$ cat config.mk
export PLATFORM = sky130hd
export DESIGN_NAME = alarm_event_gen_flat
export DESIGN_NICKNAME = d
export VERILOG_FILES = /design/src/rtl/alarm_event_gen_if.sv /design/src/rtl/alarm_event_gen.sv /design/src/flat_wrapper.sv
export SDC_FILE = /design/constraint.sdc
export NUM_CORES = 1
export LEC_CHECK = 0
export BUFFER_PORTS_ARGS = -buffer_cell sky130_fd_sc_hd__buf_2
export CAP_MARGIN = 0
export CORE_ASPECT_RATIO = 1.1
export CORE_MARGIN = 4
export CORE_UTILIZATION = 50
export CTS_CLUSTER_DIAMETER = 50
export CTS_CLUSTER_SIZE = 14
export DETAILED_ROUTE_END_ITERATION = 8
export GPL_ROUTABILITY_DRIVEN = 1
export HOLD_SLACK_MARGIN = 0.06
export PLACE_DENSITY_LB_ADDON = 0.25
export SETUP_SLACK_MARGIN = 0.5
export SLEW_MARGIN = 20
export SYNTH_ARGS = -nofsm -noshare
export SYNTH_HDL_FRONTEND = slang
export SYNTH_SLANG_ARGS = --single-unit
export TNS_END_PERCENT = 10
$ cat constraint.sdc
create_clock -name clk_i -period 1.44 [get_ports clk_i]
set_input_delay 0.36 -clock clk_i [delete_from_list [all_inputs] [get_ports clk_i]]
set_output_delay 0.36 -clock clk_i [all_outputs]
set_load 0.05 [all_outputs]
$ cat src/rtl/alarm_event_gen_if.sv
`default_nettype none
// ============================================================================
//  Module      : alarm_event_gen_if
//  Description : Event/status bundle between the timekeeping side, the alarm
//                FSM and the alarm event generator.
//  Revision    : 1.0 - initial release
// ============================================================================
interface alarm_event_gen_if;
    logic [2:0] state_i;
    logic       sec_tick_i;
    logic [4:0] cur_hh_i;
    logic [5:0] cur_mm_i;
    logic [5:0] cur_ss_i;
    logic [4:0] alarm_hh_i;
    logic [5:0] alarm_mm_i;
    logic       alarm_start_o;
    logic       alarm_timeout_o;
    logic       alarm_snooze_timeout_o;
    logic       alarm_auto_off_o;
    logic       ring_o;
    logic [3:0] snooze_cnt_o;

    // Event generator side
    modport master (
        input  state_i, sec_tick_i, cur_hh_i, cur_mm_i, cur_ss_i,
               alarm_hh_i, alarm_mm_i,
        output alarm_start_o, alarm_timeout_o, alarm_snooze_timeout_o,
               alarm_auto_off_o, ring_o, snooze_cnt_o
    );

    // FSM / timekeeping side
    modport slave (
        output state_i, sec_tick_i, cur_hh_i, cur_mm_i, cur_ss_i,
               alarm_hh_i, alarm_mm_i,
        input  alarm_start_o, alarm_timeout_o, alarm_snooze_timeout_o,
               alarm_auto_off_o, ring_o, snooze_cnt_o
    );
endinterface
`default_nettype wire

$ cat src/rtl/alarm_event_gen.sv
`default_nettype none
// ============================================================================
//  Module      : alarm_event_gen
//  Description : Alarm event generator - start/timeout/snooze-timeout pulses,
//                ring enable and snooze count. Optional snooze limit enabled
//                by defining ALARM_SNOOZE_LIMIT_EN.
//  Revision    : 1.0 - initial release
// ============================================================================
module alarm_event_gen #(
    parameter int ALARM_LEN_S  = 60,
    parameter int SNOOZE_LEN_S = 300,
    parameter int MAX_SNOOZES  = 3
) (
    input  wire logic          clk_i,
    input  wire logic          rst_i,
    alarm_event_gen_if.master  bus
);
    localparam logic [2:0] c_st_idle   = 3'b000;
    localparam logic [2:0] c_st_set    = 3'b001;
    localparam logic [2:0] c_st_alarm  = 3'b010;
    localparam logic [2:0] c_st_snooze = 3'b011;

    localparam int c_max_len = (ALARM_LEN_S > SNOOZE_LEN_S) ? ALARM_LEN_S : SNOOZE_LEN_S;
    localparam int c_cnt_w   = $clog2(c_max_len + 1);

    localparam logic [c_cnt_w-1:0] c_ring_last = c_cnt_w'(ALARM_LEN_S - 1);
    localparam logic [c_cnt_w-1:0] c_snz_last  = c_cnt_w'(SNOOZE_LEN_S - 1);
    localparam logic [31:0]        c_max_snz   = MAX_SNOOZES;

`ifdef ALARM_SNOOZE_LIMIT_EN
    localparam logic c_limit_en = 1'b1;
`else
    localparam logic c_limit_en = 1'b0;
`endif

    logic [2:0]         w_state;
    logic [2:0]         r_prev_state;
    logic               w_enter_alarm;
    logic               w_enter_snooze;
    logic               w_time_match;
    logic               w_ring_expire;
    logic               w_snz_expire;
    logic               w_limit_hit;

    logic [c_cnt_w-1:0] r_ring_cnt;
    logic               r_ring_done;
    logic [c_cnt_w-1:0] r_snz_cnt;
    logic               r_snz_done;

    logic               r_start;
    logic               r_timeout;
    logic               r_snz_timeout;
    logic               r_auto_off;
    logic               r_ring;
    logic [3:0]         r_snooze_cnt;

    // Unused state codes collapse to IDLE so they never count or pulse.
    always_comb begin
        w_state = bus.state_i;
        if (bus.state_i > c_st_snooze) begin
            w_state = c_st_idle;
        end
    end

    assign w_enter_alarm  = (w_state == c_st_alarm)  && (r_prev_state != c_st_alarm);
    assign w_enter_snooze = (w_state == c_st_snooze) && (r_prev_state != c_st_snooze);

    assign w_time_match = (bus.cur_hh_i == bus.alarm_hh_i) &&
                          (bus.cur_mm_i == bus.alarm_mm_i) &&
                          (bus.cur_ss_i == 6'd0);

    // A tick on the entry cycle is swallowed by the entry clear.
    assign w_ring_expire = (w_state == c_st_alarm) && !w_enter_alarm && bus.sec_tick_i &&
                           !r_ring_done && (r_ring_cnt == c_ring_last);
    assign w_snz_expire  = (w_state == c_st_snooze) && !w_enter_snooze && bus.sec_tick_i &&
                           !r_snz_done && (r_snz_cnt == c_snz_last);

    assign w_limit_hit = c_limit_en && ({28'd0, r_snooze_cnt} >= c_max_snz);

    always_ff @(posedge clk_i) begin
        if (rst_i) begin
            r_prev_state <= c_st_idle;
        end else begin
            r_prev_state <= w_state;
        end
    end

    // Ringing window counter; stops once the window has expired.
    always_ff @(posedge clk_i) begin
        if (rst_i || (w_state != c_st_alarm) || w_enter_alarm) begin
            r_ring_cnt  <= '0;
            r_ring_done <= 1'b0;
        end else if (bus.sec_tick_i && !r_ring_done) begin
            r_ring_cnt <= r_ring_cnt + 1'b1;
            if (w_ring_expire) begin
                r_ring_done <= 1'b1;
            end
        end
    end

    always_ff @(posedge clk_i) begin
        if (rst_i || (w_state != c_st_snooze) || w_enter_snooze) begin
            r_snz_cnt  <= '0;
            r_snz_done <= 1'b0;
        end else if (bus.sec_tick_i && !r_snz_done) begin
            r_snz_cnt <= r_snz_cnt + 1'b1;
            if (w_snz_expire) begin
                r_snz_done <= 1'b1;
            end
        end
    end

    always_ff @(posedge clk_i) begin
        if (rst_i) begin
            r_snooze_cnt <= 4'd0;
        end else if ((w_state == c_st_idle) || (w_state == c_st_set)) begin
            r_snooze_cnt <= 4'd0;
        end else if (w_enter_snooze && (r_snooze_cnt != 4'd15)) begin
            r_snooze_cnt <= r_snooze_cnt + 4'd1;
        end
    end

    always_ff @(posedge clk_i) begin
        if (rst_i) begin
            r_start       <= 1'b0;
            r_timeout     <= 1'b0;
            r_snz_timeout <= 1'b0;
            r_auto_off    <= 1'b0;
            r_ring        <= 1'b0;
        end else begin
            r_start       <= (w_state == c_st_set) && bus.sec_tick_i && w_time_match;
            r_timeout     <= w_ring_expire;
            r_snz_timeout <= w_snz_expire && !w_limit_hit;
            r_auto_off    <= w_snz_expire && w_limit_hit;
            r_ring        <= (w_state == c_st_alarm);
        end
    end

    assign bus.alarm_start_o          = r_start;
    assign bus.alarm_timeout_o        = r_timeout;
    assign bus.alarm_snooze_timeout_o = r_snz_timeout;
    assign bus.alarm_auto_off_o       = r_auto_off;
    assign bus.ring_o                 = r_ring;
    assign bus.snooze_cnt_o           = r_snooze_cnt;

endmodule
`default_nettype wire
$ cat src/flat_wrapper.sv
// flat-port wrapper written by rule: the top's interface ports become plain ports
module alarm_event_gen_flat 
#(
    parameter int ALARM_LEN_S  = 60,
    parameter int SNOOZE_LEN_S = 300,
    parameter int MAX_SNOOZES  = 3
)
  (clk_i, rst_i, bus_state_i, bus_sec_tick_i, bus_cur_hh_i, bus_cur_mm_i, bus_cur_ss_i, bus_alarm_hh_i, bus_alarm_mm_i, bus_alarm_start_o, bus_alarm_timeout_o, bus_alarm_snooze_timeout_o, bus_alarm_auto_off_o, bus_ring_o, bus_snooze_cnt_o);
  alarm_event_gen_if bus_i ();
  input  wire logic clk_i;
  input  wire logic rst_i;
  input wire logic [$bits(bus_i.state_i)-1:0] bus_state_i;
  input wire logic [$bits(bus_i.sec_tick_i)-1:0] bus_sec_tick_i;
  input wire logic [$bits(bus_i.cur_hh_i)-1:0] bus_cur_hh_i;
  input wire logic [$bits(bus_i.cur_mm_i)-1:0] bus_cur_mm_i;
  input wire logic [$bits(bus_i.cur_ss_i)-1:0] bus_cur_ss_i;
  input wire logic [$bits(bus_i.alarm_hh_i)-1:0] bus_alarm_hh_i;
  input wire logic [$bits(bus_i.alarm_mm_i)-1:0] bus_alarm_mm_i;
  output wire logic [$bits(bus_i.alarm_start_o)-1:0] bus_alarm_start_o;
  output wire logic [$bits(bus_i.alarm_timeout_o)-1:0] bus_alarm_timeout_o;
  output wire logic [$bits(bus_i.alarm_snooze_timeout_o)-1:0] bus_alarm_snooze_timeout_o;
  output wire logic [$bits(bus_i.alarm_auto_off_o)-1:0] bus_alarm_auto_off_o;
  output wire logic [$bits(bus_i.ring_o)-1:0] bus_ring_o;
  output wire logic [$bits(bus_i.snooze_cnt_o)-1:0] bus_snooze_cnt_o;
  assign bus_i.state_i = bus_state_i;
  assign bus_i.sec_tick_i = bus_sec_tick_i;
  assign bus_i.cur_hh_i = bus_cur_hh_i;
  assign bus_i.cur_mm_i = bus_cur_mm_i;
  assign bus_i.cur_ss_i = bus_cur_ss_i;
  assign bus_i.alarm_hh_i = bus_alarm_hh_i;
  assign bus_i.alarm_mm_i = bus_alarm_mm_i;
  assign bus_alarm_start_o = bus_i.alarm_start_o;
  assign bus_alarm_timeout_o = bus_i.alarm_timeout_o;
  assign bus_alarm_snooze_timeout_o = bus_i.alarm_snooze_timeout_o;
  assign bus_alarm_auto_off_o = bus_i.alarm_auto_off_o;
  assign bus_ring_o = bus_i.ring_o;
  assign bus_snooze_cnt_o = bus_i.snooze_cnt_o;
  alarm_event_gen #(.ALARM_LEN_S(ALARM_LEN_S), .SNOOZE_LEN_S(SNOOZE_LEN_S), .MAX_SNOOZES(MAX_SNOOZES)) u_core (.clk_i(clk_i), .rst_i(rst_i), .bus(bus_i));
endmodule
==> impl_metrics.json <==
{
  "antenna_found_initial": 0,
  "detail_route.first_pass.iterations": 4,
  "yosys.area.top_type_share_pct": 43.93,
  "synth_warnings": 0,
  "p_per_area_nw_per_um2": 872.6,
  "finish.cell_count_without_fillers": 237,
  "timing.final.setup_violations": 0,
  "criticalPathCategory": "reg2out",
  "slowest_cp_cell": "dfxtp_4",
  "timing.critical_path.from_type": "flop",
  "syn-cell-area_um2": 1413,
  "post_route_fraction_of_the_period_consumed_by_the_critical_path_pct": 86.74,
  "critical_path_peak_fanout": 3,
  "cts_tree": "done",
  "slew_violations": 0,
  "p_int_mw": 1.329,
  "syn-instance-count": 153,
  "critical_path.cell_chain": "buf_8",
  "mapped_avg_cell_area_um2": 9.233,
  "power.net_switching_mw": 0.3684,
  "worst_hold_path_type": "in2reg",
  "cap_violations": 0,
  "endpoint_kind": "primary output",
  "postRouteWirelength_mm": 3.132,
  "routabilityCongestion": 0.8078,
  "yosys_register_bits": 31,
  "power.sequential.fraction_pct": 50.3,
  "finish.net_count": 242,
  "power.switching_fraction_pct": 21.70,
  "design.die.area_um2": 3741,
  "clk_latency_ps": 340,
  "avgViaCountPerCell": 5.236,
  "vias_in_the_first_global_route": 1197,
  "fp.coreArea_um2": 2591,
  "timing.final.hold_violations": 0,
  "min_path_cells": 2,
  "initial_utilization_pct": 54.51,
  "leakage_nw": 0.7695,
  "hold_start": "bus_state_i[2]",
  "max_clock_freq_mhz": 800.6,
  "rsz0062_at_grt": "yes",
  "critPathRequiredTime_ps": 1080,
  "synth-async-reset-ratio_pct": 0,
  "synth_enable_flop_cells": 0,
  "post-synth-top-count-cell": "dfxtp_1",
  "clock_tree.buffer_depth": 2,
  "crit-reg2reg-capture": "u_core.bus.snooze_cnt_o[3]",
  "h-tree-depth": 2,
  "cts-buffers-inserted": 5,
  "setup_tns_ps": 0,
  "drcViolationCount": 0,
  "die_width_um": 58.68,
  "drtAntennaViolNets": 0,
  "grt_pass1_wl_mm": 5.119,
  "main_area_contributors_after_synthesis": "dfxtp_1, xor2_1, xnor2_1, nor2_1, nand4_1",
  "placedCellCount": 225,
  "layout-drive-gt1-share_pct": 40.29,
  "cts_root_buffer": "clkbuf_4",
  "reg2reg_depth": 5,
  "io-pin-count": 43,
  "gr-total-overflow": 0,
  "worst-endpoint-arrival_ps": 890,
  "hpwl_mm": 2.217,
  "dieHeight_um": 63.75,
  "critPathLaunch": "u_core.bus.snooze_cnt_o[1]",
  "dr.first_iter.drc_count": 23,
  "regToRegSetupSlack_ps": 190,
  "ir_worst_vdd_mv": 0.9224,
  "row_count": 19,
  "avgRoutedWirePerCell_um": 13.22,
  "timing.final.crit_period_ps": 1249,
  "clock_sinks": 31,
  "synth_seq_area_share_pct": 43.93,
  "clock-skew-final_ps": 13.71,
  "cp.buffers_inverters": 1,
  "synthDominantAreaCellType": "dfxtp_1",
  "port_buffers": 41,
  "power.combinational.fraction_pct": 7.7,
  "grt_start_max_net_pins": 11,
  "power.clock.fraction_pct": 41.9,
  "whs_endpoint": "u_core.r_prev_state[0]",
  "synthDistinctLibCells": 34,
  "critPathTopFamily": "flip-flops",
  "track_usage_pct": 17.95,
  "status": "finished, final reports clean",
  "route.vias.total": 1241,
  "critPathMaxStageDelay_ps": 400,
  "n_antenna_cell": 0,
  "synth_ff_type": "dfxtp_1",
  "filler_cell_count": 196,
  "most_used_standard_cells_in_the_synthesized_netlist": "dfxtp_1, nor2_1, xor2_1",
  "syn_to_final_growth_pct": 37.73,
  "crit-reg2reg-launch": "u_core.bus.snooze_cnt_o[1]",
  "clkTransAtPathRegs_ps": 110
}
per-stage QoR:
stage / cell area [um2] / util [%] / hold slack [ps] / setup slack [ps] / power, mW
2_1_floorplan: 1444 / - / 434.9 / 217.7 / 0.9434
3_3_place_gp: 1687 / 65.09 / 448.9 / 116.0 / 1.000
3_5_place_dp: 1687 / 65.09 / 459.6 / 54.86 / 1.004
4_1_cts: 1861 / 71.80 / 216.5 / 192.0 / 1.706
5_1_grt: 1946 / 75.08 / 224.7 / 152.6 / 1.757
6_report: 1946 / 75.08 / 242.6 / 190.9 / 1.698
placed cells by master (no fill, tap or decap), drive strengths merged, types with 3 or more instances in the layout:
master / Yosys / routed
xor2: 19 / 19
ha: 3 / 3
nand2: 9 / 10
buf: 2 / 46
nor4b: 3 / 3
nand3: 8 / 8
and4b: 3 / 3
nor4: 3 / 3
xnor2: 10 / 10
dfxtp: 31 / 31
nand4: 10 / 10
nor2: 23 / 23
clkbuf: 1 / 6
inv: 3 / 3
and3: 4 / 4
layout make-up:
cell class                      count  area (um2)  area share, %
Clock inverter                      2       35.03          1.801
Inverter                            3       11.26         0.5788
Clock buffer                        6       51.30          2.637
Tap cell                           31       38.79          1.994
Sequential cell                    31       649.4          33.38
Multi-Input combinational cell    118       863.3          44.37
Timing Repair Buffer               46       296.5          15.24
repair_timing:
action,in CTS,in global routing
endpoints found under the setup margin,34,35
hold buffers,0,0
pin swaps,0,7
cloned,0,1
buffers inserted,3,0
resized for setup,21,23
state kept, by name (all words and copies together), names as in the netlist:
| name | count |
|---|---|
| u_core.r_snz_done | 1 |
| u_core.r_ring_cnt | 9 |
| u_core.r_snz_cnt | 9 |
| u_core.bus.alarm_snooze_timeout_o | 1 |
| u_core.r_ring_done | 1 |
| u_core.bus.snooze_cnt_o | 4 |
| u_core.r_prev_state | 3 |
| u_core.bus.alarm_start_o | 1 |
| u_core.bus.alarm_timeout_o | 1 |
| u_core.bus.ring_o | 1 |
power by group through the flow:
stage	Clock (mW)	Combinational, mW	Sequential, mW
4_1_cts	0.720	0.127	0.859
6_report	0.712	0.131	0.855
2_1_floorplan	0	0.0597	0.884
5_1_grt	0.758	0.144	0.856
3_3_place_gp	0	0.120	0.880
3_5_place_dp	0	0.124	0.880
cells by family after synthesis:
kind of cell / after synthesis / synth area share (%)
DFF: 31 / 43.93
adders and majority gates: 3 / 2.658
AOI/OAI and AO/OA: 5 / 2.125
buffers and inverters: 6 / 1.948
xor gates and xnor gates: 29 / 17.98
and+or+nand+nor: 76 / 29.67
other: 1 / 0.2655
muxes: 2 / 1.417
worst max path at each step:
stage,end,slack [ps],depth (start not counted)
2_1_floorplan,u_core.bus.snooze_cnt_o[3],220,5
6_report,bus_snooze_cnt_o[1],190,1
3_5_place_dp,u_core.bus.snooze_cnt_o[3],50,5
3_3_place_gp,u_core.bus.snooze_cnt_o[3],120,5
5_1_grt,u_core.r_ring_cnt[6],150,5
4_1_cts,bus_snooze_cnt_o[1],190,1
per-layer routing:
| layer | global-route usage, % | vias to the layer above | wire length (um) |
|---|---|---|---|
| li1 | - | 626 | - |
| met1 | 20.68 | 555 | 1254 |
| met2 | 29.89 | 51 | 1562 |
| met3 | 7.445 | 9 | 239 |
| met4 | 5.949 | 0 | 76 |
| met5 | 0 | - | 0 |
No activity file was read; power rests on OpenSTA's default activity.
